--- src/rtl/rom_read_arbiter.sv ---
// rtl/rom_read_arbiter.sv - round-robin burst read arbiter sharing one synchronous ROM between two requesters
//
// Ports:
//   clk, rst_n                 clock (rising edge), asynchronous active-low reset
//   req0/addr0/len0            requester 0 request, start address, burst length minus 1
//   ack0/rvalid0/rdata0/done0  requester 0 accept pulse, returned word strobe/data, last-word pulse
//   req1 ... done1             same for requester 1
//   rom_read/rom_addr          ROM read enable and address (driven only by this block)
//   rom_data                   ROM data, valid RD_LAT cycles after the address
//
// Optional feature macro: ROM_ARB_FIXED_PRIO_EN
//   defined   -> requester 0 always wins ties
//   undefined -> round-robin tie break using the last granted requester
module rom_read_arbiter #(
  parameter int AW     = 4,
  parameter int DW     = 4,
  parameter int RD_LAT = 1
) (
  input  logic          clk,
  input  logic          rst_n,
  input  logic          req0,
  input  logic [AW-1:0] addr0,
  input  logic [AW-1:0] len0,
  output logic          ack0,
  output logic          rvalid0,
  output logic [DW-1:0] rdata0,
  output logic          done0,
  input  logic          req1,
  input  logic [AW-1:0] addr1,
  input  logic [AW-1:0] len1,
  output logic          ack1,
  output logic          rvalid1,
  output logic [DW-1:0] rdata1,
  output logic          done1,
  output logic          rom_read,
  output logic [AW-1:0] rom_addr,
  input  logic [DW-1:0] rom_data
);

  typedef enum logic [1:0] {IDLE, BURST, DRAIN} state_t;

  state_t        state, next_state;
  logic          owner;
  logic          grant_vld;
  logic          grant_id;
  logic [AW-1:0] cnt;
  logic [AW-1:0] k;
  logic          last_addr;
  // Bit i is set during the cycle i+1 after an address cycle; the top bit
  // marks the cycle in which the ROM word for that address is on rom_data.
  logic [RD_LAT-1:0] vld_pipe;
  logic [RD_LAT-1:0] last_pipe;
  logic              capture;
`ifndef ROM_ARB_FIXED_PRIO_EN
  logic          last_owner;
`endif

  assign last_addr = rom_read && (k == cnt);
  assign capture   = vld_pipe[RD_LAT-1];

  // Tie break: only consulted when both requests are high.
  always_comb begin
    grant_id = 1'b0;
`ifdef ROM_ARB_FIXED_PRIO_EN
    grant_id = req1 & ~req0;
`else
    if (req0 && req1) grant_id = ~last_owner;
    else              grant_id = req1;
`endif
  end

  always_comb begin
    next_state = state;
    grant_vld  = 1'b0;
    case (state)
      IDLE: begin
        if (req0 || req1) begin
          grant_vld  = 1'b1;
          next_state = BURST;
        end
      end
      BURST: begin
        if (k == cnt) next_state = DRAIN;
      end
      DRAIN: begin
        // done is registered, so the cycle it is visible is the last one here.
        if (done0 || done1) next_state = IDLE;
      end
      default: next_state = IDLE;
    endcase
  end

  always_ff @(posedge clk or negedge rst_n) begin
    if (!rst_n) state <= IDLE;
    else        state <= next_state;
  end

  always_ff @(posedge clk or negedge rst_n) begin
    if (!rst_n) begin
      owner     <= 1'b0;
      cnt       <= '0;
      k         <= '0;
      rom_read  <= 1'b0;
      rom_addr  <= '0;
      ack0      <= 1'b0;
      ack1      <= 1'b0;
      vld_pipe  <= '0;
      last_pipe <= '0;
      rvalid0   <= 1'b0;
      rvalid1   <= 1'b0;
      rdata0    <= '0;
      rdata1    <= '0;
      done0     <= 1'b0;
      done1     <= 1'b0;
`ifndef ROM_ARB_FIXED_PRIO_EN
      last_owner <= 1'b1;
`endif
    end else begin
      ack0 <= 1'b0;
      ack1 <= 1'b0;

      if (grant_vld) begin
        owner    <= grant_id;
        cnt      <= grant_id ? len1 : len0;
        rom_addr <= grant_id ? addr1 : addr0;
        k        <= '0;
        rom_read <= 1'b1;
        ack0     <= ~grant_id;
        ack1     <= grant_id;
`ifndef ROM_ARB_FIXED_PRIO_EN
        last_owner <= grant_id;
`endif
      end else if (state == BURST) begin
        if (k == cnt) begin
          rom_read <= 1'b0;
        end else begin
          k        <= k + AW'(1);
          rom_addr <= rom_addr + AW'(1);
        end
      end

      vld_pipe  <= (vld_pipe << 1) | RD_LAT'(rom_read);
      last_pipe <= (last_pipe << 1) | RD_LAT'(last_addr);

      // Only the current owner's strobes move; the other side's data holds.
      rvalid0 <= capture && !owner;
      rvalid1 <= capture && owner;
      done0   <= capture && !owner && last_pipe[RD_LAT-1];
      done1   <= capture && owner && last_pipe[RD_LAT-1];
      if (capture && !owner) rdata0 <= rom_data;
      if (capture && owner)  rdata1 <= rom_data;
    end
  end

endmodule
--- config.mk ---
export PLATFORM = sky130hd
export DESIGN_NAME = rom_read_arbiter
export DESIGN_NICKNAME = d
export VERILOG_FILES = /design/src/rtl/rom_read_arbiter.sv
export SDC_FILE = /design/constraint.sdc
export NUM_CORES = 1
export LEC_CHECK = 0
export ABC_AREA = 1
export CELL_PAD_IN_SITES_DETAIL_PLACEMENT = 0
export CELL_PAD_IN_SITES_GLOBAL_PLACEMENT = 2
export CORE_ASPECT_RATIO = 1.25
export CORE_UTILIZATION = 27
export CTS_CLUSTER_DIAMETER = 50
export CTS_CLUSTER_SIZE = 16
export DETAILED_ROUTE_END_ITERATION = 8
export MAX_ROUTING_LAYER = met4
export PLACE_DENSITY = 0.82
export RECOVER_POWER = 25
export SETUP_SLACK_MARGIN = 0.15
export SLEW_MARGIN = 20
export SYNTH_ARGS = -nofsm -noshare
export SYNTH_HDL_FRONTEND = slang
export SYNTH_SLANG_ARGS = --single-unit
--- constraint.sdc ---
create_clock -name clk -period 1.4 [get_ports clk]
set_input_delay 0.28 -clock clk [delete_from_list [all_inputs] [get_ports clk]]
set_output_delay 0.28 -clock clk [all_outputs]
set_load 0.02 [all_outputs]
# Word-level counts from Yosys, hierarchy flattened
# Index checks and enable logic that the tools add are counted.
[classes]
reduce_logical = 15
n_mux = 20
bitwise_logic = 2
add_sub_neg = 2
n_eq_ne = 7
[ops]
columns = ["op", "count"]
rows = [
  ["$mux 4", 8],
  ["$add 4x1->4 const B", 2],
  ["$mux 1", 8],
  ["$ne 2x2->1 const B", 4],
  ["$logic_and 1x1->1", 6],
  ["$mux 2", 3],
  ["$pmux 2 s3", 1],
  ["$eq 4x4->1", 1],
  ["$reduce_and 2->1", 2],
  ["$reduce_bool 2->1", 2],
  ["$reduce_and 3->1", 1],
  ["$eq 2x1->1 const B", 1],
  ["$eq 2x2->1 const B", 1],
  ["$logic_not 2->1", 1],
  ["$logic_or 1x1->1", 2],
  ["$not 1->1", 2],
  ["$logic_not 1->1", 1],
]
[word_totals]
output_inout_bits = 19
regBits = 33

# Longest topological paths before layout
# Gate-level depths: netlist (run 1).
[logic_depth]
ltp_word = 5
depth_mapped = 8

# Worst setup path before layout (run 1)
# OpenSTA, ideal clock, no wires.
[synth_timing]
path_kind = "register -> register"
startpoint = "reg rom_addr[0]"
endpoint = "reg rom_addr[2]"
arrival_ps = 1118
setup_ps = 118
path_stages_with_launch = 8
path_buffers = 0
required_ps = 1282
slack_ps = 165
path_cell_list = "dfrtp_1 ha_1 inv_1 nor2_1 o21ai_0 nand2_1 nand3_1 nand2_1"
[synth_via]
elab_chain_len = 4
[synth_rtl]
columns = ["item", "line", "rtl"]
rows = [
  ["start, declared", "36", "output logic [AW-1:0] rom_addr,"],
  ["start signal, assigned", "125", "rom_addr <= grant_id ? addr1 : addr0;"],
  ["start signal, assigned", "138", "rom_addr <= rom_addr + AW'(1);"],
  ["$add 4x1->4", "138", ""],
  ["$mux 4", "134", "if (k == cnt) begin"],
  ["$mux 4", "133", "end else if (state == BURST) begin"],
  ["$mux 4", "122", "if (grant_vld) begin"],
]
# No other way between the ends. The select of a mux whose other input is x is not followed.
# A chain may end at the register's enable or synchronous reset.

# Worst setup path after layout (run 1)
[layout_timing]
startpoint = "reg state[0]"
endpoint = "reg cnt[2]"
[layout_via]
elab_chain_len = 2
[layout_rtl]
columns = ["item", "line", "rtl"]
rows = [
  ["start, declared", "42", "state_t state, next_state;"],
  ["start signal, assigned", "95", "else state <= next_state;"],
  ["$logic_not 2->1", "75", "case (state)"],
  ["$mux 1", "75", ""],
  ["end signal, assigned", "124", "cnt <= grant_id ? len1 : len0;"],
  ["end, declared", "46", "logic [AW-1:0] cnt;"],
]
# No other way between the ends.

==> flow_metrics.py, run 1 <==
metrics = {
    "layout": {
        "seq_area_um2": 828,
        "n_antenna_cell": 0,
        "fin_cells": 323,
        "final_cell_mix": "nand2_1, dfrtp_1, inv_1",
        "layout_commonest_cell": "nand2_1",
        "area_growth_pct": 53.9,
        "postLayoutCellArea_um2": 2400,
        "fillers": 556,
        "drive_above_1_share_pct": 25.9,
        "fin_nets": 284,
        "multi_input_area_um2": 666,
    },
    "placed_design": {
        "placement.io_buffers": 42,
        "hpwlAfterDp_mm": 2.70,
        "place_area_um2": 2210,
        "post-place-cells": 309,
        "gp_congestion": 0.702,
        "place_ws_ns": -0.265,
    },
    "detailed_routing": {
        "drtPass1Iterations": 4,
        "ant_nets": 0,
        "routedWlPerCell_um": 11.7,
        "avgViaCountPerCell": 4.36,
        "post-route-drc-count": 0,
        "num_vias": 1409,
        "wl_mm": 3.78,
        "drt_iter0_markers": 52,
    },
    "synth": {
        "seq_area_frac_synth_pct": 53.1,
        "yosys_warnings": 0,
        "syn_inst": 187,
        "ys_seq_elements": 33,
        "synth_fp_nets": 213,
        "avgSynthCellArea_um2": 8.33,
        "ys_types": 20,
        "synth_area_um2": 1560,
    },
    "setup_path": {
        "slowest_delay_ns": 0.38,
        "crit_end": "cnt[2]",
        "slowest_stage": "dfrtp_1",
        "crit_start": "state[0]",
        "r2r-start": "state[0]",
        "rr_worst_depth": 7,
        "crit_type": "flop to flop",
        "cp-start-kind": "flop",
        "cp_cell_sequence": "nor2_1 -> buf_4 -> o21ai_4 -> buf_6 -> a21oi_4 -> nand2_1 -> o211ai_1",
        "rr_endpoint": "cnt[2]",
        "cp-end-kind": "flop",
        "reg2reg_slack_ns": 0.15,
        "cp.required_ns": 1.59,
        "cp_max_fo": 5,
        "crit_arrival_ns": 1.45,
    },
    "sta": {
        "slew_headroom_pct": 45.8,
        "hold_viol": 0,
        "period_needed_ns": 1.25,
        "tns_ns": 0,
        "setup_ws_ns": 0.146,
        "fmax_mhz": 798,
        "worst_slew_pin_slew_ns": 0.813,
        "rsz0062_at_grt": "true",
        "clock_skew_ns": 0.00513,
        "hold_ws_ns": 0.470,
        "maxSlewViolCount": 0,
        "setup_viol_count_final": 0,
        "fin_crit_sh_pct": 89.5,
    },
    "power": {
        "p_leak_nw": 1.23,
        "irDropWorstVdd_mv": 0.964,
        "power_density_nw_per_um2": 2300,
    },
    "outcome": {
        "status": "completed",
    },
    "cts": {
        "cts_buffers": 5,
        "worstSkewPairLatency_ns": 0.28,
        "clk_path_buf_depth": 2,
        "cts_hold_buf": 0,
        "tritoncts": "yes",
        "cts.sink_count": 33,
        "clk_pin_slew_ns": 0.07,
        "root_buffer": "clkbuf_8",
        "h-tree-depth": 2,
    },
    "global_routing": {
        "grt_pass1_vias": 1374,
        "grt_max_degree": 34,
        "antenna_found_initial": 0,
        "overflow": 0,
        "grt_pass1_wl_mm": 6.39,
        "track_usage_pct": 13.8,
    },
    "floorplan": {
        "core_um2": 5480,
        "die_w_um": 69.9,
        "placement_rows": 30,
        "dieArea_um2": 6080,
        "die_h_um": 86.9,
        "start_util_pct": 28.4,
        "ioPinCount": 43,
    },
    "min_path": {
        "hold_path_class": "flop to flop",
    },
    "run": {
        "drv_cap": 0,
    },
}
## synth_stat cells
cell / n / area, µm²
o21ai_4: 1 / 16.3
a21oi_2: 1 / 8.76
nor2_2: 4 / 25.0
nand2_4: 2 / 22.5
o21ai_0: 11 / 55.1
dfrtp_1: 32 / 801
nand4_1: 4 / 25.0
inv_2: 1 / 3.75
nand2_1: 67 / 251
o32ai_1: 1 / 8.76
nand3_1: 21 / 105
nor2_1: 7 / 26.3
buf_6: 1 / 11.3
nand3_2: 1 / 10.0
ha_1: 2 / 25.0
xor2_1: 1 / 8.76
o211ai_1: 4 / 30.0
inv_1: 24 / 90.1
buf_4: 1 / 7.51
dfstp_2: 1 / 26.3
## per-stage QoR
stage / utilization [%] / power, mW
after floorplan: - / 3.19
after global placement: 40.4 / 4.39
after detailed placement: 40.4 / 4.38
after CTS: 43.8 / 5.48
after global routing: 43.7 / 5.93
final: 43.7 / 5.51
## cell families (layout without fill, tap and decap cells)
family,Yosys count,in the layout,share of synthesized area [%]
AOI/OAI and AO/OA,18,18,7.63
xor gates and xnor gates,1,1,0.562
adders and majority gates,2,2,1.61
DFF,33,33,53.1
buffers and inverters,27,99,7.23
and+or+nand+nor,106,106,29.9
## sequential cells by signal, indices dropped and copies added, names as in the netlist
signal / flops
owner: 1
rdata1: 4
cnt: 4
rvalid0: 1
rom_addr: 4
rvalid1: 1
rdata0: 4
last_owner: 1
capture: 1
k: 4
done1: 1
done0: 1
last_pipe: 1
state: 2
rom_read: 1
ack1: 1
ack0: 1
## where the power goes
part,total [mW],switching (mW),internal [mW]
clock,1.06,0.353,0.707
sequential,1.62,0.245,1.38
combinational,2.83,1.62,1.22
total,5.51,2.21,3.30
## worst max-delay path: cells and delay by family, from the launching register on
family / cells / cell delay, ns
compound gates: 3 / 0.34
buf+inv: 2 / 0.27
flops: 1 / 0.38
simple gates: 2 / 0.17
## how the worst min path moves through the flow
stage                    start    endpoint  slack, ns  depth (start not counted)
floorplan                rst_n        ack0      -0.02                          0
global placement    last_owner  last_owner       0.46                          2
detailed placement  last_owner  last_owner       0.46                          2
CTS                      rst_n    state[1]       0.36                          2
global route        last_owner  last_owner       0.51                          2
finish                   done0    state[1]       0.47                          1
## per-layer routing
layer	vias to the layer above	share of wire (%)	GRT usage (%)
met5	-	0	-
met4	0	1.0	4.91
met3	4	4.7	3.01
met2	40	49	23.3
met1	623	45	16.4
li1	742	-	-
## layout make-up
| cell class | count | share of cell area, % |
|---|---|---|
| Tap cell | 64 | 3.34 |
| Clock buffer | 5 | 2.87 |
| Inverter | 25 | 3.91 |
| Sequential cell | 33 | 34.6 |
| Multi-Input combinational cell | 127 | 27.8 |
| Timing Repair Buffer | 66 | 24.8 |
| Clock inverter | 3 | 2.71 |
## repair_timing
action / 4_1_cts / 5_1_grt
setup buffers: 3 / 2
pin swaps: 11 / 12
gates cloned: 0 / 1
setup endpoints to repair: 35 / 31
gates resized for setup: 52 / 25
Note: power is estimated with default switching activity, not from simulation.
==> run 2: changes to the inputs <==
- MAX_ROUTING_LAYER: met4 -> default
==> run 2 against run 1 <==
Compared with the run above:
- final cell count is the same
- setup slack gained 0.0025 ns
- critical endpoint unchanged
- routed wire length down 0.69%
==> flow_metrics.py, run 2 (same netlist as run 1, synthesis figures left out) <==
metrics = {
    "outcome": {
        "status": "completed",
    },
    "placed_design": {
        "place_ws_ns": -0.265,
        "post-place-cells": 309,
        "placement.io_buffers": 42,
        "gp_congestion": 0.695,
        "hpwlAfterDp_mm": 2.70,
    },
    "global_routing": {
        "track_usage_pct": 13.4,
        "grt_pass1_vias": 1375,
        "grt_pass1_wl_mm": 6.40,
        "antenna_found_initial": 0,
        "overflow": 0,
        "grt_max_degree": 34,
    },
    "setup_path": {
        "r2r-start": "state[0]",
        "cp-end-kind": "flop",
        "crit_arrival_ns": 1.44,
        "cp_max_fo": 6,
        "crit_start": "state[0]",
        "crit_type": "flop to flop",
        "cp-start-kind": "flop",
        "cp.required_ns": 1.59,
    },
    "floorplan": {
        "die_h_um": 86.9,
        "start_util_pct": 28.4,
        "placement_rows": 30,
        "core_um2": 5480,
        "ioPinCount": 43,
        "dieArea_um2": 6080,
        "die_w_um": 69.9,
    },
    "sta": {
        "maxSlewViolCount": 0,
        "setup_ws_ns": 0.149,
        "setup_viol_count_final": 0,
        "hold_ws_ns": 0.470,
        "period_needed_ns": 1.25,
        "fin_crit_sh_pct": 89.4,
        "hold_viol": 0,
        "rsz0062_at_grt": "true",
        "slew_headroom_pct": 46.1,
        "worst_slew_pin_slew_ns": 0.809,
        "clock_skew_ns": 0.00476,
        "fmax_mhz": 799,
    },
    "cts": {
        "worstSkewPairLatency_ns": 0.28,
        "cts.sink_count": 33,
        "clk_pin_slew_ns": 0.07,
        "tritoncts": "yes",
        "h-tree-depth": 2,
        "cts_hold_buf": 0,
        "cts_buffers": 5,
        "root_buffer": "clkbuf_8",
        "clk_path_buf_depth": 2,
    },
    "detailed_routing": {
        "ant_nets": 0,
        "num_vias": 1394,
        "post-route-drc-count": 0,
        "routedWlPerCell_um": 11.6,
        "wl_mm": 3.75,
        "drtPass1Iterations": 4,
        "drt_iter0_markers": 50,
        "avgViaCountPerCell": 4.32,
    },
    "layout": {
        "fin_cells": 323,
        "area_growth_pct": 53.9,
        "fin_nets": 284,
        "fin_util_pct": 43.7,
        "fillers": 556,
        "n_antenna_cell": 0,
        "layout_commonest_cell": "nand2_1",
        "drive_above_1_share_pct": 25.9,
        "final_cell_mix": "nand2_1, dfrtp_1, inv_1",
    },
    "power": {
        "p_comb_share_pct": 51.4,
        "clkPwrFrac_pct": 19.2,
        "power_density_nw_per_um2": 2300,
        "internal-power_mw": 3.30,
        "p_leak_nw": 1.23,
        "p_total_mw": 5.51,
        "p_sw_mw": 2.21,
        "pwr-share-seq_pct": 29.4,
        "irDropWorstVdd_mv": 0.960,
        "p_sw_share_pct": 40.1,
    },
    "min_path": {
        "hold_path_class": "flop to flop",
        "worstHoldStart": "done0",
    },
    "run": {
        "drv_cap": 0,
    },
}
==> run 2: cell counts in the layout (fill, tap and decap cells not counted) <==
Identical to the previous run, type by type.
==> run 2: repair_timing <==
action / in CTS / in global routing
pin swaps: 11 / 12
resized for setup: 52 / 25
setup endpoints to repair: 35 / 31
setup buffers: 3 / 2
cloned: 0 / 1
==> run 2: area by class of cell <==
class                      count  area, µm²  share of cell area [%]
sequential                    33        828                    34.6
multi-input combinational    127        666                    27.8
timing repair buffer          66        596                    24.8
inverter                      25       93.8                    3.91
tap                           64       80.1                    3.34
clock buffer                   5       68.8                    2.87
clock inverter                 3       65.1                    2.71
==> run 2: worst max-delay path, cell delays in order, from the launching register on <==
cell and delay, ns:
dfrtp_1 0.38, nor2_1 0.10, buf_4 0.13, o21ai_4 0.07, buf_6 0.14, nor2_4 0.17, nand2_1 0.08, o211ai_1 0.10
==> run 2: through the flow <==
step | TNS (ns) | instance area [µm²]
after floorplan | 0 | 1560
after global placement | -3.05 | 2210
after detailed placement | -3.29 | 2210
after CTS | 0 | 2400
after global routing | 0 | 2400
final | 0 | 2400
==> run 2: final timing paths <==
check	end	slack, ns	cells past startpoint
worst max register to register	cnt[2]	0.15	7
worst max-delay path	cnt[2]	0.15	7
worst min-delay path	state[1]	0.47	1
min in group asynchronous	state[1]	0.54	2
max in group asynchronous	k[1]	0.29	2
worst min register to register	state[1]	0.47	1
==> run 2: routing by layer <==
layer | GRT usage [%] | up-vias | wire length, µm
met3 | 3.59 | 5 | 208
met4 | 4.91 | 0 | 41
met2 | 23.3 | 42 | 1820
li1 | - | 740 | -
met1 | 16.0 | 607 | 1690
met5 | 0 | - | 0
==> run 2: power groups by stage <==
stage          Clock [mW]  Sequential (mW)  Combinational, mW
3_5_place_dp            0             1.66               2.72
3_3_place_gp            0             1.67               2.72
6_report             1.06             1.62               2.83
4_1_cts              1.09             1.64               2.75
5_1_grt              1.14             1.68               3.11
2_1_floorplan           0             1.91               1.28
==> run 3: changes to the inputs <==
- TNS_END_PERCENT: default -> 30
==> run 3 against run 2 <==
Compared with the run above:
- utilization increased by 0.89 points
- setup slack improved by 0.00090 ns
- clock-buffer cell count unchanged
- critical path depth unchanged
- first-iteration DRC count decreased by 12%
- via count unchanged
- worst hold slack improved by 0.0014 ns
- sequential power about the same
==> flow_metrics.py, run 3 (same netlist as run 1, synthesis figures left out) <==
metrics = {
    "layout": {
        "fin_cells": 320,
        "multi_input_area_um2": 679,
        "seq_area_um2": 830,
        "fin_nets": 281,
        "n_antenna_cell": 0,
        "postLayoutCellArea_um2": 2450,
        "area_growth_pct": 57.0,
        "fin_util_pct": 44.6,
        "drive_above_1_share_pct": 22.7,
        "final_cell_mix": "nand2_1, dfrtp_1, inv_1",
        "layout_commonest_cell": "nand2_1",
        "fillers": 551,
    },
    "setup_path": {
        "critPathBufInv": 2,
        "cp-end-kind": "flop",
        "cp.required_ns": 1.59,
        "slowest_delay_ns": 0.38,
        "cp_cell_sequence": "nor2_1 -> buf_4 -> o21ai_4 -> buf_6 -> a21oi_4 -> nand2_1 -> o211ai_1",
        "slowest_stage": "dfrtp_1",
        "critical_path.top_delay_family": "flip-flops",
        "cp_max_fo": 5,
        "rr_endpoint": "cnt[2]",
        "crit_type": "flop to flop",
        "crit_arrival_ns": 1.44,
        "r2r-start": "state[0]",
        "reg2reg_slack_ns": 0.15,
        "cp-start-kind": "flop",
        "rr_worst_depth": 7,
    },
    "global_routing": {
        "busiest_layer": "met2",
        "grt_max_degree": 34,
        "grt_pass1_wl_mm": 6.35,
        "track_usage_pct": 13.4,
        "grt.met3_usage_pct": 3.59,
        "antenna_found_initial": 0,
        "grt_pass1_vias": 1367,
        "overflow": 0,
        "grt_use_met2_pct": 23.0,
        "grt_use_met1_pct": 16.0,
    },
    "detailed_routing": {
        "routedWlPerCell_um": 11.6,
        "post-route-drc-count": 0,
        "avgViaCountPerCell": 4.36,
        "num_vias": 1394,
        "drtPass1Iterations": 3,
        "drt_iter0_markers": 44,
        "wl_mm": 3.70,
        "ant_nets": 0,
    },
    "floorplan": {
        "ioPinCount": 43,
        "die_w_um": 69.9,
        "start_util_pct": 28.4,
        "placement_rows": 30,
        "core_um2": 5480,
        "die_h_um": 86.9,
        "dieArea_um2": 6080,
    },
    "power": {
        "p_leak_nw": 1.22,
        "internal-power_mw": 3.35,
        "p_total_mw": 5.57,
        "clkPwrFrac_pct": 19.0,
        "pwr-share-seq_pct": 29.5,
        "p_sw_share_pct": 39.9,
        "p_comb_share_pct": 51.5,
        "p_sw_mw": 2.22,
        "power_density_nw_per_um2": 2280,
        "irDropWorstVdd_mv": 0.964,
    },
    "sta": {
        "fin_crit_sh_pct": 89.3,
        "setup_viol_count_final": 0,
        "maxSlewViolCount": 0,
        "fmax_mhz": 800,
        "hold_ws_ns": 0.471,
        "slew_headroom_pct": 45.5,
        "hold_viol": 0,
        "rsz0062_at_grt": "true",
        "clock_skew_ns": 0.00481,
        "period_needed_ns": 1.25,
        "worst_slew_pin_slew_ns": 0.817,
    },
    "placed_design": {
        "place_area_um2": 2210,
        "hpwlAfterDp_mm": 2.70,
        "gp_congestion": 0.695,
        "post-place-cells": 309,
        "placement.io_buffers": 42,
    },
    "cts": {
        "worstSkewPairLatency_ns": 0.28,
        "cts_hold_buf": 0,
        "cts_buffers": 5,
        "cts.sink_count": 33,
        "clk_path_buf_depth": 2,
        "clk_pin_slew_ns": 0.07,
        "tritoncts": "yes",
        "h-tree-depth": 2,
        "root_buffer": "clkbuf_8",
    },
    "min_path": {
        "worstHoldStart": "last_owner",
        "holdPathStages": 2,
        "hold_path_class": "flop to flop",
        "hold_end": "last_owner",
    },
    "run": {
        "drv_cap": 0,
    },
    "outcome": {
        "status": "completed",
    },
}
[run 3: cell count changes in the layout (fill, tap and decap cells not counted), sizes merged]
cell | previous run | this run
clkdlybuf4s15 | 6 | 15
buf | 25 | 20
dlygate4sd2 | 3 | 5
clkbuf | 16 | 7
[run 3: tightest hold or removal path, cell delays in order (launching register included)]
cell and delay (ns):
dfstp_2 0.37, nand2_1 0.06, nand2_1 0.04
[run 3: per-layer routing]
| metal | up-vias | wire length (µm) |
|---|---|---|
| met4 | 0 | 52 |
| li1 | 736 | - |
| met1 | 615 | 1650 |
| met3 | 6 | 215 |
| met2 | 37 | 1780 |
| met5 | - | 0 |
[run 3: worst max-delay path by stage]
| stage | end | cells past startpoint | from | slack, ns |
|---|---|---|---|---|
| global placement | owner | 5 | req1 | -0.27 |
| floorplan | rom_addr[2] | 7 | rom_addr[0] | 0.16 |
| detailed placement | owner | 5 | req1 | -0.26 |
| finish | cnt[2] | 7 | state[0] | 0.15 |
| CTS | cnt[2] | 7 | state[1] | 0.10 |
| global route | cnt[2] | 7 | state[0] | 0.04 |
[run 3: metrics by stage]
| step | setup slack (ns) | TNS [ns] |
|---|---|---|
| after floorplan | 0.165 | 0 |
| after global placement | -0.272 | -3.05 |
| after detailed placement | -0.265 | -3.29 |
| after CTS | 0.104 | 0 |
| after global routing | 0.0354 | 0 |
| final | 0.150 | 0 |
[run 3: repair_timing]
action | in CTS | in global routing
cloned | 0 | 1
pin swaps | 11 | 13
hold endpoints to repair | 0 | 0
resized for setup | 56 | 11
setup buffers | 1 | 1
endpoints found under the setup margin | 35 | 29
[run 3: area by class of cell]
class	instances	share of cell area, %
Clock buffer	5	2.81
Clock inverter	3	2.66
Inverter	25	3.84
Multi-Input combinational cell	127	27.8
Sequential cell	33	33.9
Tap cell	64	3.27
Timing Repair Buffer	63	25.7
[run 3: power by group through the flow]
| stage | logic, mW | clock network (mW) | registers [mW] |
|---|---|---|---|
| after global placement | 2.72 | 0 | 1.67 |
| after floorplan | 1.28 | 0 | 1.91 |
| after CTS | 2.74 | 1.09 | 1.65 |
| after global routing | 3.16 | 1.14 | 1.70 |
| after detailed placement | 2.72 | 0 | 1.66 |
| final | 2.87 | 1.06 | 1.64 |
